## src/rtl/dsp_mac_pkg.sv

```systemverilog
// rtl/dsp_mac_pkg.sv - shared widths and types for the DSP MAC stream controller
package dsp_mac_pkg;
    localparam int DSP_DATA_W = 32;
    localparam int DSP_ACC_W  = 64;
    localparam int DSP_CNT_W  = 16;

    typedef struct packed {
        logic signed [DSP_DATA_W-1:0] a;
        logic signed [DSP_DATA_W-1:0] b;
        logic signed [DSP_DATA_W-1:0] c;
        logic signed [DSP_DATA_W-1:0] d;
        logic                         first;
        logic                         last;
    } dsp_beat_t;

    typedef struct packed {
        logic signed [DSP_ACC_W-1:0] p;
        logic [DSP_CNT_W-1:0]        count;
    } dsp_res_t;

    typedef enum logic {
        GRP_IDLE  = 1'b0,
        GRP_ACCUM = 1'b1
    } grp_state_t;
endpackage

```

## src/rtl/dsp_mac_result_fifo.sv

```systemverilog
// rtl/dsp_mac_result_fifo.sv - negedge result FIFO holding finished group sums
module dsp_mac_result_fifo
    import dsp_mac_pkg::*;
#(
    parameter int DEPTH = 2
) (
    input  logic     clk,
    input  logic     resetn,
    input  logic     push,
    input  dsp_res_t push_data,
    input  logic     pop,
    output dsp_res_t head,
    output logic     full,
    output logic     empty
);
    localparam int PTR_W = $clog2(DEPTH);

    dsp_res_t         mem [DEPTH];
    logic [PTR_W-1:0] wr_ptr;
    logic [PTR_W-1:0] rd_ptr;
    logic [PTR_W:0]   count;
    logic             do_push;
    logic             do_pop;

    // A push into a full FIFO is accepted when a pop frees the slot on the same edge.
    assign do_pop  = pop && !empty;
    assign do_push = push && (!full || do_pop);
    assign full    = (count == (PTR_W+1)'(DEPTH));
    assign empty   = (count == '0);
    assign head    = mem[rd_ptr];

    always_ff @(negedge clk) begin
        if (!resetn) begin
            wr_ptr <= '0;
            rd_ptr <= '0;
            count  <= '0;
        end else begin
            if (do_push) begin
                mem[wr_ptr] <= push_data;
                wr_ptr      <= wr_ptr + PTR_W'(1);
            end
            if (do_pop) begin
                rd_ptr <= rd_ptr + PTR_W'(1);
            end
            case ({do_push, do_pop})
                2'b10:   count <= count + (PTR_W+1)'(1);
                2'b01:   count <= count - (PTR_W+1)'(1);
                default: count <= count;
            endcase
        end
    end
endmodule

```

## src/rtl/dsp_mac_stream_ctrl.sv

```systemverilog
// rtl/dsp_mac_stream_ctrl.sv - pre-add/multiply/accumulate pipeline with grouped, buffered results
module dsp_mac_stream_ctrl
    import dsp_mac_pkg::*;
#(
    parameter int DATA_W    = DSP_DATA_W,
    parameter int ACC_W     = DSP_ACC_W,
    parameter int OUT_DEPTH = 2,
    parameter int CNT_W     = DSP_CNT_W
) (
    input  logic                     clk,
    input  logic                     reset,
    input  logic                     in_valid,
    output logic                     in_ready,
    input  logic                     in_first,
    input  logic                     in_last,
    input  logic signed [DATA_W-1:0] A,
    input  logic signed [DATA_W-1:0] B,
    input  logic signed [DATA_W-1:0] C,
    input  logic signed [DATA_W-1:0] D,
    output logic                     out_valid,
    input  logic                     out_ready,
    output logic signed [ACC_W-1:0]  out_p,
    output logic [CNT_W-1:0]         out_count,
    output logic                     err_restart
);
    dsp_beat_t                in_beat;
    logic                     s1_valid, s1_first, s1_last;
    logic signed [DATA_W:0]   s1_pre;
    logic signed [DATA_W-1:0] s1_b, s1_c;
    logic                     s2_valid, s2_first, s2_last;
    logic signed [ACC_W-1:0]  s2_prod;
    logic signed [DATA_W-1:0] s2_c;
    logic                     s3_valid, s3_last;
    logic signed [ACC_W-1:0]  acc, acc_next;
    logic [CNT_W-1:0]         cnt, cnt_next;
    grp_state_t               state, state_next;
    logic                     err_next, start;
    logic signed [2*DATA_W:0] prod_full;
    logic                     fifo_full, fifo_empty, push, pop, stall, accept;
    dsp_res_t                 head;

    assign in_beat = '{a: A, b: B, c: C, d: D, first: in_first, last: in_last};

    // A finished sum waiting in S3 blocks the whole pipe until the FIFO has room.
    assign pop      = !fifo_empty && out_ready;
    assign stall    = s3_valid && s3_last && fifo_full && !pop;
    assign push     = s3_valid && s3_last && !stall;
    assign in_ready = reset && !stall;
    assign accept   = in_valid && in_ready;

    assign prod_full = s1_b * s1_pre;

    always_ff @(negedge clk) begin
        if (!reset) begin
            s1_valid <= 1'b0;
            s2_valid <= 1'b0;
            s3_valid <= 1'b0;
            s3_last  <= 1'b0;
        end else if (!stall) begin
            s1_valid <= accept;
            s1_pre   <= (DATA_W+1)'($signed(in_beat.a)) + (DATA_W+1)'($signed(in_beat.d));
            s1_b     <= in_beat.b;
            s1_c     <= in_beat.c;
            s1_first <= in_beat.first;
            s1_last  <= in_beat.last;
            s2_valid <= s1_valid;
            s2_prod  <= ACC_W'(prod_full);
            s2_c     <= s1_c;
            s2_first <= s1_first;
            s2_last  <= s1_last;
            s3_valid <= s2_valid;
            s3_last  <= s2_valid && s2_last;
        end
    end

    always_ff @(negedge clk) begin
        if (!reset) begin
            state       <= GRP_IDLE;
            acc         <= '0;
            cnt         <= '0;
            err_restart <= 1'b0;
        end else begin
            state       <= state_next;
            acc         <= acc_next;
            cnt         <= cnt_next;
            err_restart <= err_next;
        end
    end

    // Any beat arriving with no open group starts one, whatever in_first says.
    always_comb begin
        state_next = state;
        acc_next   = acc;
        cnt_next   = cnt;
        err_next   = err_restart;
        start      = (state == GRP_IDLE) || s2_first;
        if (s2_valid && !stall) begin
            if (state == GRP_ACCUM && s2_first) begin
                err_next = 1'b1;
            end
            acc_next   = start ? ACC_W'(s2_c) + s2_prod : acc + s2_prod;
            cnt_next   = start ? CNT_W'(1) : ((&cnt) ? cnt : cnt + CNT_W'(1));
            state_next = s2_last ? GRP_IDLE : GRP_ACCUM;
        end
    end

    dsp_mac_result_fifo #(.DEPTH(OUT_DEPTH)) u_result_fifo (
        .clk       (clk),
        .resetn    (reset),
        .push      (push),
        .push_data ('{p: acc, count: cnt}),
        .pop       (pop),
        .head      (head),
        .full      (fifo_full),
        .empty     (fifo_empty)
    );

    assign out_valid = !fifo_empty;
    assign out_p     = fifo_empty ? '0 : head.p;
    assign out_count = fifo_empty ? '0 : head.count;
endmodule

```

## config.mk

```make
export PLATFORM = sky130hd
export DESIGN_NAME = dsp_mac_stream_ctrl
export DESIGN_NICKNAME = d
export VERILOG_FILES = /design/src/rtl/dsp_mac_pkg.sv /design/src/rtl/dsp_mac_result_fifo.sv /design/src/rtl/dsp_mac_stream_ctrl.sv
export SDC_FILE = /design/constraint.sdc
export NUM_CORES = 2
export LEC_CHECK = 0
export BUFFER_PORTS_ARGS = -buffer_cell sky130_fd_sc_hd__buf_2
export CAP_MARGIN = 30
export CORE_ASPECT_RATIO = 1.4
export CORE_MARGIN = 2
export CORE_UTILIZATION = 65
export CTS_CLUSTER_SIZE = 14
export DETAILED_ROUTE_END_ITERATION = 10
export PLACE_DENSITY = 0.83
export SYNTH_ARGS = -nofsm -noshare
export SYNTH_HDL_FRONTEND = slang
export SYNTH_SLANG_ARGS = --single-unit
export TNS_END_PERCENT = 50
```

## constraint.sdc

```tcl
create_clock -name clk -period 16.5 [get_ports clk]
set_input_delay 2.475 -clock clk [delete_from_list [all_inputs] [get_ports clk]]
set_output_delay 2.475 -clock clk [all_outputs]
set_load 0.005 [all_outputs]
```

# ---- Yosys cells after proc, flatten, opt, wreduce, memory -nomap -nowiden
# Memory sizes are Yosys's and may differ from the RTL's. A register that Yosys moved wholly into a read port is not among the register bits.
# Cells that the tools add are included.
dict set report classes {
  add_sub_neg 8
  multipliers 1
  n_eq_ne 4
  muxes 12
  n_bitwise 2
  n_reduce_logical 24
}
# cell count
set ops {}
lappend ops {{$mux W64} 2}
lappend ops {{$add A32 B64 Y64} 1}
lappend ops {{$add A64 B64 Y64} 1}
lappend ops {{$mul A32 B33 Y64} 1}
lappend ops {{$mux W16} 3}
lappend ops {{$add A32 B32 Y33} 1}
lappend ops {{$add A16 B1 Y16 const B} 1}
lappend ops {{$reduce_and A16 Y1} 1}
lappend ops {{$logic_and A1 B1 Y1} 12}
lappend ops {{$mux W1} 6}
lappend ops {{$reduce_and A2 Y1} 3}
lappend ops {{$eq A2 B2 Y1 const B} 2}
lappend ops {{$logic_not A1 Y1} 4}
lappend ops {{$pmux W2 S2} 1}
lappend ops {{$add A1 B1 Y1 const B} 2}
lappend ops {{$add A2 B1 Y2 const B} 1}
lappend ops {{$eq A2 B1 Y1 const B} 1}
lappend ops {{$logic_not A2 Y1} 1}
lappend ops {{$logic_or A1 B1 Y1} 2}
lappend ops {{$ne A2 B2 Y1 const B} 1}
lappend ops {{$not A1 Y1} 2}
lappend ops {{$reduce_bool A2 Y1} 1}
lappend ops {{$sub A2 B1 Y2 const B} 1}
dict set report word_totals {
  regBits 287
  mem_bits_rw 160
  out_inout_bits 83
  wordCells 72
  mem_count 1
}
# name words word_bits rd rd_clocked_by_memory_dff wr line
set mem_list {}
lappend mem_list {u_result_fifo.mem 2 80 1 1 1 dsp_mac_result_fifo.sv:18} ;# dsp_res_t mem [DEPTH];

# ---- Depth between registers and ports, before layout
dict set report logic_depth {
  depth_word 11
  depth_mapped 29
  depth_no_buf 27
}

# ---- Modules after synthesis
# From an unflattened synthesis, not the netlist that was laid out.
dict set report hier_totals {
  hier_cells 5630
  hier_area_um2 57770.4
}
# module instances cells_each area_each_um2 seq_area_each_um2
set by_module_without_submodules {}
lappend by_module_without_submodules {dsp_mac_stream_ctrl 1 5349 51759.6 7637.3}
lappend by_module_without_submodules {dsp_mac_result_fifo 1 281 6010.8 4904.7}

==> results.json <==
{
  "die_x_um": 256,
  "floorplan.initialDensity_pct": 65.6,
  "netlist_area_sq_um": 58000,
  "ys_async_sr_fraction_pct": 0,
  "synth.net_count": 7203,
  "core-area_sq_um": 88300,
  "worstReg2RegStart": "s1_pre[32]",
  "synth.area.mux_share_pct": 2.05,
  "antenna_left": 0,
  "post_synth_inst_count": 5683,
  "slew_headroom_pct": 28.7,
  "synth-seq-cells": 448,
  "grt_pass1_vias": 48900,
  "unrepaired_setup_endpoints_after_global_routing": "false",
  "clk_latency_ns": 0.69,
  "grt_pass1_wl_um": 244000,
  "ctsHtreeMaxLevel": 2,
  "post_drt_wl_per_cell_um": 20.3,
  "dp.cells": 6866,
  "floorplan.rows": 129,
  "adder_and_majority_gate_portion_of_the_synthesized_area_pct": 44.2,
  "synth-xor-area-share_pct": 2.40,
  "ys_seq_area_share_pct": 21.6,
  "drtPass1Iterations": 11,
  "place_hpwl_um": 112000,
  "cts.reportedPaths.clkPinSlew_ns": 0.06,
  "tritoncts": "yes",
  "worst_setup_path_startpoint": "u_result_fifo.count[0]",
  "timing.critical_path.required_ns": 14.03,
  "nets": 7703,
  "cts_post_setup_buffers_inserted": 0,
  "timing_worst_slew_pin_value_ns": 1.06,
  "clock-root-buffer": "sky130_fd_sc_hd__clkbuf_16",
  "layout-area-overhead-vs-synth_pct": 9.27,
  "failed_checks": "design-rule violations",
  "layout.cell_area.non_filler_sq_um": 63300,
  "placement.io_buffers": 216,
  "critPathCaptureType": "output pin",
  "chip_height_um": 357,
  "die_area_sq_um": 91600,
  "max_cap_violations": 0,
  "gp_congestion": 0.955,
  "worstHoldEndpoint": "s2_c[0]",
  "path_class": "flip-flop to output pin",
  "clockBufferDepth": 3,
  "synth.area.top_cells": "sky130_fd_sc_hd__fa_1 (38%), sky130_fd_sc_hd__edfxtp_1 (18%), sky130_fd_sc_hd__inv_1 (6.5%)",
  "design.portCount": 217,
  "synth-edff-count": 357,
  "clock_sink_count": 448,
  "antenna_found_initial": 5,
  "placed_cell_area_sq_um": 60100,
  "instance_count_along_the_most_critical_hold_path": 0,
  "grtUsageTotal_pct": 33.9,
  "finClkSkew_ns": 0.0576,
  "hold_violations": 0,
  "gr-total-overflow": 0,
  "dpl_worst_slack_ns": 2.73,
  "synth.distinct_cells": 77,
  "cp_slowest_cell": "sky130_fd_sc_hd__buf_4",
  "hold_crit_path_type": "flip-flop to flip-flop",
  "worstRegToRegCells": 25,
  "outcome": "complete, but fails checks",
  "timing.critical_path.arrival_ns": 11.44,
  "vias_per_cell": 5.84,
  "synth_warnings": 0,
  "syn_area_per_cell_sq_um": 10.2,
  "slack_of_the_critical_path_ns": 2.58,
  "final-instance-count-excl-fill": 7393,
  "postRouteWirelength_um": 150000,
  "r2r_end": "s2_prod[62]",
  "synth_top_cell_area_share_pct": 38.2,
  "tritoncts.num_buffers": 47,
  "synth_simple_gate_area_share_pct": 14.0,
  "slowest_delay_ns": 0.68,
  "synth_compound_area_share_pct": 7.22,
  "critPathLaunchType": "flip-flop",
  "post_cts_hold_buffer_count": 0,
  "remaining_drc_errors": 2,
  "final_layout_setup_total_negative_slack_ns": 0,
  "critical_path_peak_fanout": 53,
  "synth_top_family_by_area": "adder cells",
  "detailroute.via_count": 43100,
  "drive_gt1_share_pct": 7.00,
  "reg2reg_slack_ns": 6.41,
  "drv_slew": 0,
  "cts.repair.resized": 0,
  "grt_max_degree": 82,
  "synth_top_area_cell": "sky130_fd_sc_hd__fa_1",
  "finalSetupViolations": 0,
  "dominant_synthesized_flop_cell": "sky130_fd_sc_hd__edfxtp_1",
  "crit_path_cell_trace": "nor2_1 > nand2_1 > nor2_1 > nor2b_4 > buf_4 > buf_4 > buf_2",
  "worstHoldStart": "s1_c[0]",
  "initialDrtViolationCount": 3323
}
[cells in the mapped netlist (8+ instances only)]
| cell type | instances |
|---|---|
| sky130_fd_sc_hd__buf_1 | 14 |
| sky130_fd_sc_hd__a21boi_0 | 15 |
| sky130_fd_sc_hd__or3_1 | 11 |
| sky130_fd_sc_hd__a211oi_1 | 17 |
| sky130_fd_sc_hd__o21a_1 | 14 |
| sky130_fd_sc_hd__o211a_1 | 9 |
| sky130_fd_sc_hd__and3_1 | 22 |
| sky130_fd_sc_hd__o211ai_1 | 17 |
| sky130_fd_sc_hd__clkbuf_1 | 279 |
| sky130_fd_sc_hd__mux2i_1 | 84 |
| sky130_fd_sc_hd__nor3_1 | 22 |
| sky130_fd_sc_hd__nand4_1 | 34 |
| sky130_fd_sc_hd__nand2_1 | 645 |
| sky130_fd_sc_hd__fa_1 | 1105 |
| sky130_fd_sc_hd__and4_1 | 9 |
| sky130_fd_sc_hd__xor2_1 | 60 |
| sky130_fd_sc_hd__nor2_1 | 190 |
| sky130_fd_sc_hd__ha_1 | 281 |
| sky130_fd_sc_hd__nor2b_1 | 26 |
| sky130_fd_sc_hd__dfxtp_1 | 91 |
| sky130_fd_sc_hd__a21o_1 | 138 |
| sky130_fd_sc_hd__edfxtp_1 | 357 |
| sky130_fd_sc_hd__and2_1 | 567 |
| sky130_fd_sc_hd__a21oi_1 | 162 |
| sky130_fd_sc_hd__a31oi_1 | 25 |
| sky130_fd_sc_hd__xnor2_1 | 99 |
| sky130_fd_sc_hd__inv_1 | 1005 |
| sky130_fd_sc_hd__nand2b_1 | 26 |
| sky130_fd_sc_hd__o21bai_1 | 30 |
| sky130_fd_sc_hd__o21ai_0 | 127 |
| sky130_fd_sc_hd__nand3_1 | 59 |
| sky130_fd_sc_hd__a221oi_1 | 9 |
| sky130_fd_sc_hd__nand3b_1 | 8 |
| sky130_fd_sc_hd__mux2_2 | 31 |
[state kept, by name (all words and copies together) (netlist names), 2 cells and up, named ones only]
register and cells:
u_result_fifo.mem 160, u_result_fifo.count 2, s2_prod 64, s2_c 32, cnt 16, s1_c 32, s1_pre 33, s1_b 32
acc 64
[metrics by stage]
step	utilization (%)	hold WS (ns)
6_report	71.7	0.383
2_1_floorplan	-	0.400
4_1_cts	71.7	0.398
3_3_place_gp	68.0	0.402
5_1_grt	71.7	0.404
3_5_place_dp	68.1	0.405
[area by class of cell]
class,count,area (sq um)
Timing Repair Buffer,303,1770
Multi-Input combinational cell,3931,40600
Fill cell,6205,25000
Sequential cell,448,12500
Antenna cell,2,5.00
Tap cell,1179,1480
Clock buffer,47,1180
Inverter,1004,3770
Clock inverter,479,2020
[worst max path at each step]
stage,endpoint,slack (ns)
5_1_grt,in_ready,2.38
6_report,in_ready,2.58
3_3_place_gp,s1_pre[30],2.73
3_5_place_dp,s1_pre[30],2.73
4_1_cts,in_ready,2.54
2_1_floorplan,u_result_fifo.mem[0][0],1.05
[kinds of logic (layout without fill, tap and decap cells)]
| family | count (synthesis) | count (layout) |
|---|---|---|
| flip-flops | 448 | 448 |
| adder cells (fa/ha/maj) | 1386 | 1386 |
| other | 0 | 2 |
| buffers and inverters | 1304 | 1833 |
| AND/OR/NAND/NOR | 1636 | 1636 |
| XOR/XNOR | 159 | 159 |
| AO/OA/AOI/OAI | 635 | 635 |
| multiplexers | 115 | 115 |
[layout by cell type (no fill, tap or decap), types with 7 or more instances in the layout]
master	instances
sky130_fd_sc_hd__clkinvlp_2	8
sky130_fd_sc_hd__a221oi_1	9
sky130_fd_sc_hd__mux2i_1	84
sky130_fd_sc_hd__a21boi_0	15
sky130_fd_sc_hd__ha_1	281
sky130_fd_sc_hd__a21oi_1	162
sky130_fd_sc_hd__nor3_1	22
sky130_fd_sc_hd__clkbuf_16	47
sky130_fd_sc_hd__edfxtp_1	357
sky130_fd_sc_hd__nand4_1	34
sky130_fd_sc_hd__nand2_1	645
sky130_fd_sc_hd__o211a_1	9
sky130_fd_sc_hd__dfxtp_1	90
sky130_fd_sc_hd__o211ai_1	17
sky130_fd_sc_hd__nor2b_1	22
sky130_fd_sc_hd__a21o_1	138
sky130_fd_sc_hd__nor2_1	188
sky130_fd_sc_hd__nand2b_1	25
sky130_fd_sc_hd__and2_1	567
sky130_fd_sc_hd__o21ai_0	127
sky130_fd_sc_hd__and3_1	21
sky130_fd_sc_hd__a31oi_1	25
sky130_fd_sc_hd__a211oi_1	17
sky130_fd_sc_hd__nand3b_1	8
sky130_fd_sc_hd__o31ai_1	7
sky130_fd_sc_hd__nand3_1	59
sky130_fd_sc_hd__inv_1	1457
sky130_fd_sc_hd__buf_4	85
sky130_fd_sc_hd__xnor2_1	99
sky130_fd_sc_hd__buf_2	216
sky130_fd_sc_hd__or3_1	11
sky130_fd_sc_hd__xor2_1	60
sky130_fd_sc_hd__and4_1	9
sky130_fd_sc_hd__o21a_1	14
sky130_fd_sc_hd__mux2_2	31
sky130_fd_sc_hd__o21bai_1	30
sky130_fd_sc_hd__fa_1	1105
[critical path: cells and delay by family, from the launching register on]
family / cells / cell delay (ns)
AND/OR/NAND/NOR: 4 / 0.53
flip-flops: 1 / 0.47
buffers and inverters: 3 / 1.46
[metal layers]
layer / share of wire (%) / track usage, % / wire (um)
met2: 51 / 60.1 / 77200
met4: 5.1 / 18.5 / 7600
met1: 35 / 38.3 / 52600
met3: 8.4 / 7.22 / 12600
met5: 0 / 0 / 0
Power is not shown: default switching activity piles up to over one toggle a cycle in this logic, so the estimate is an artifact.
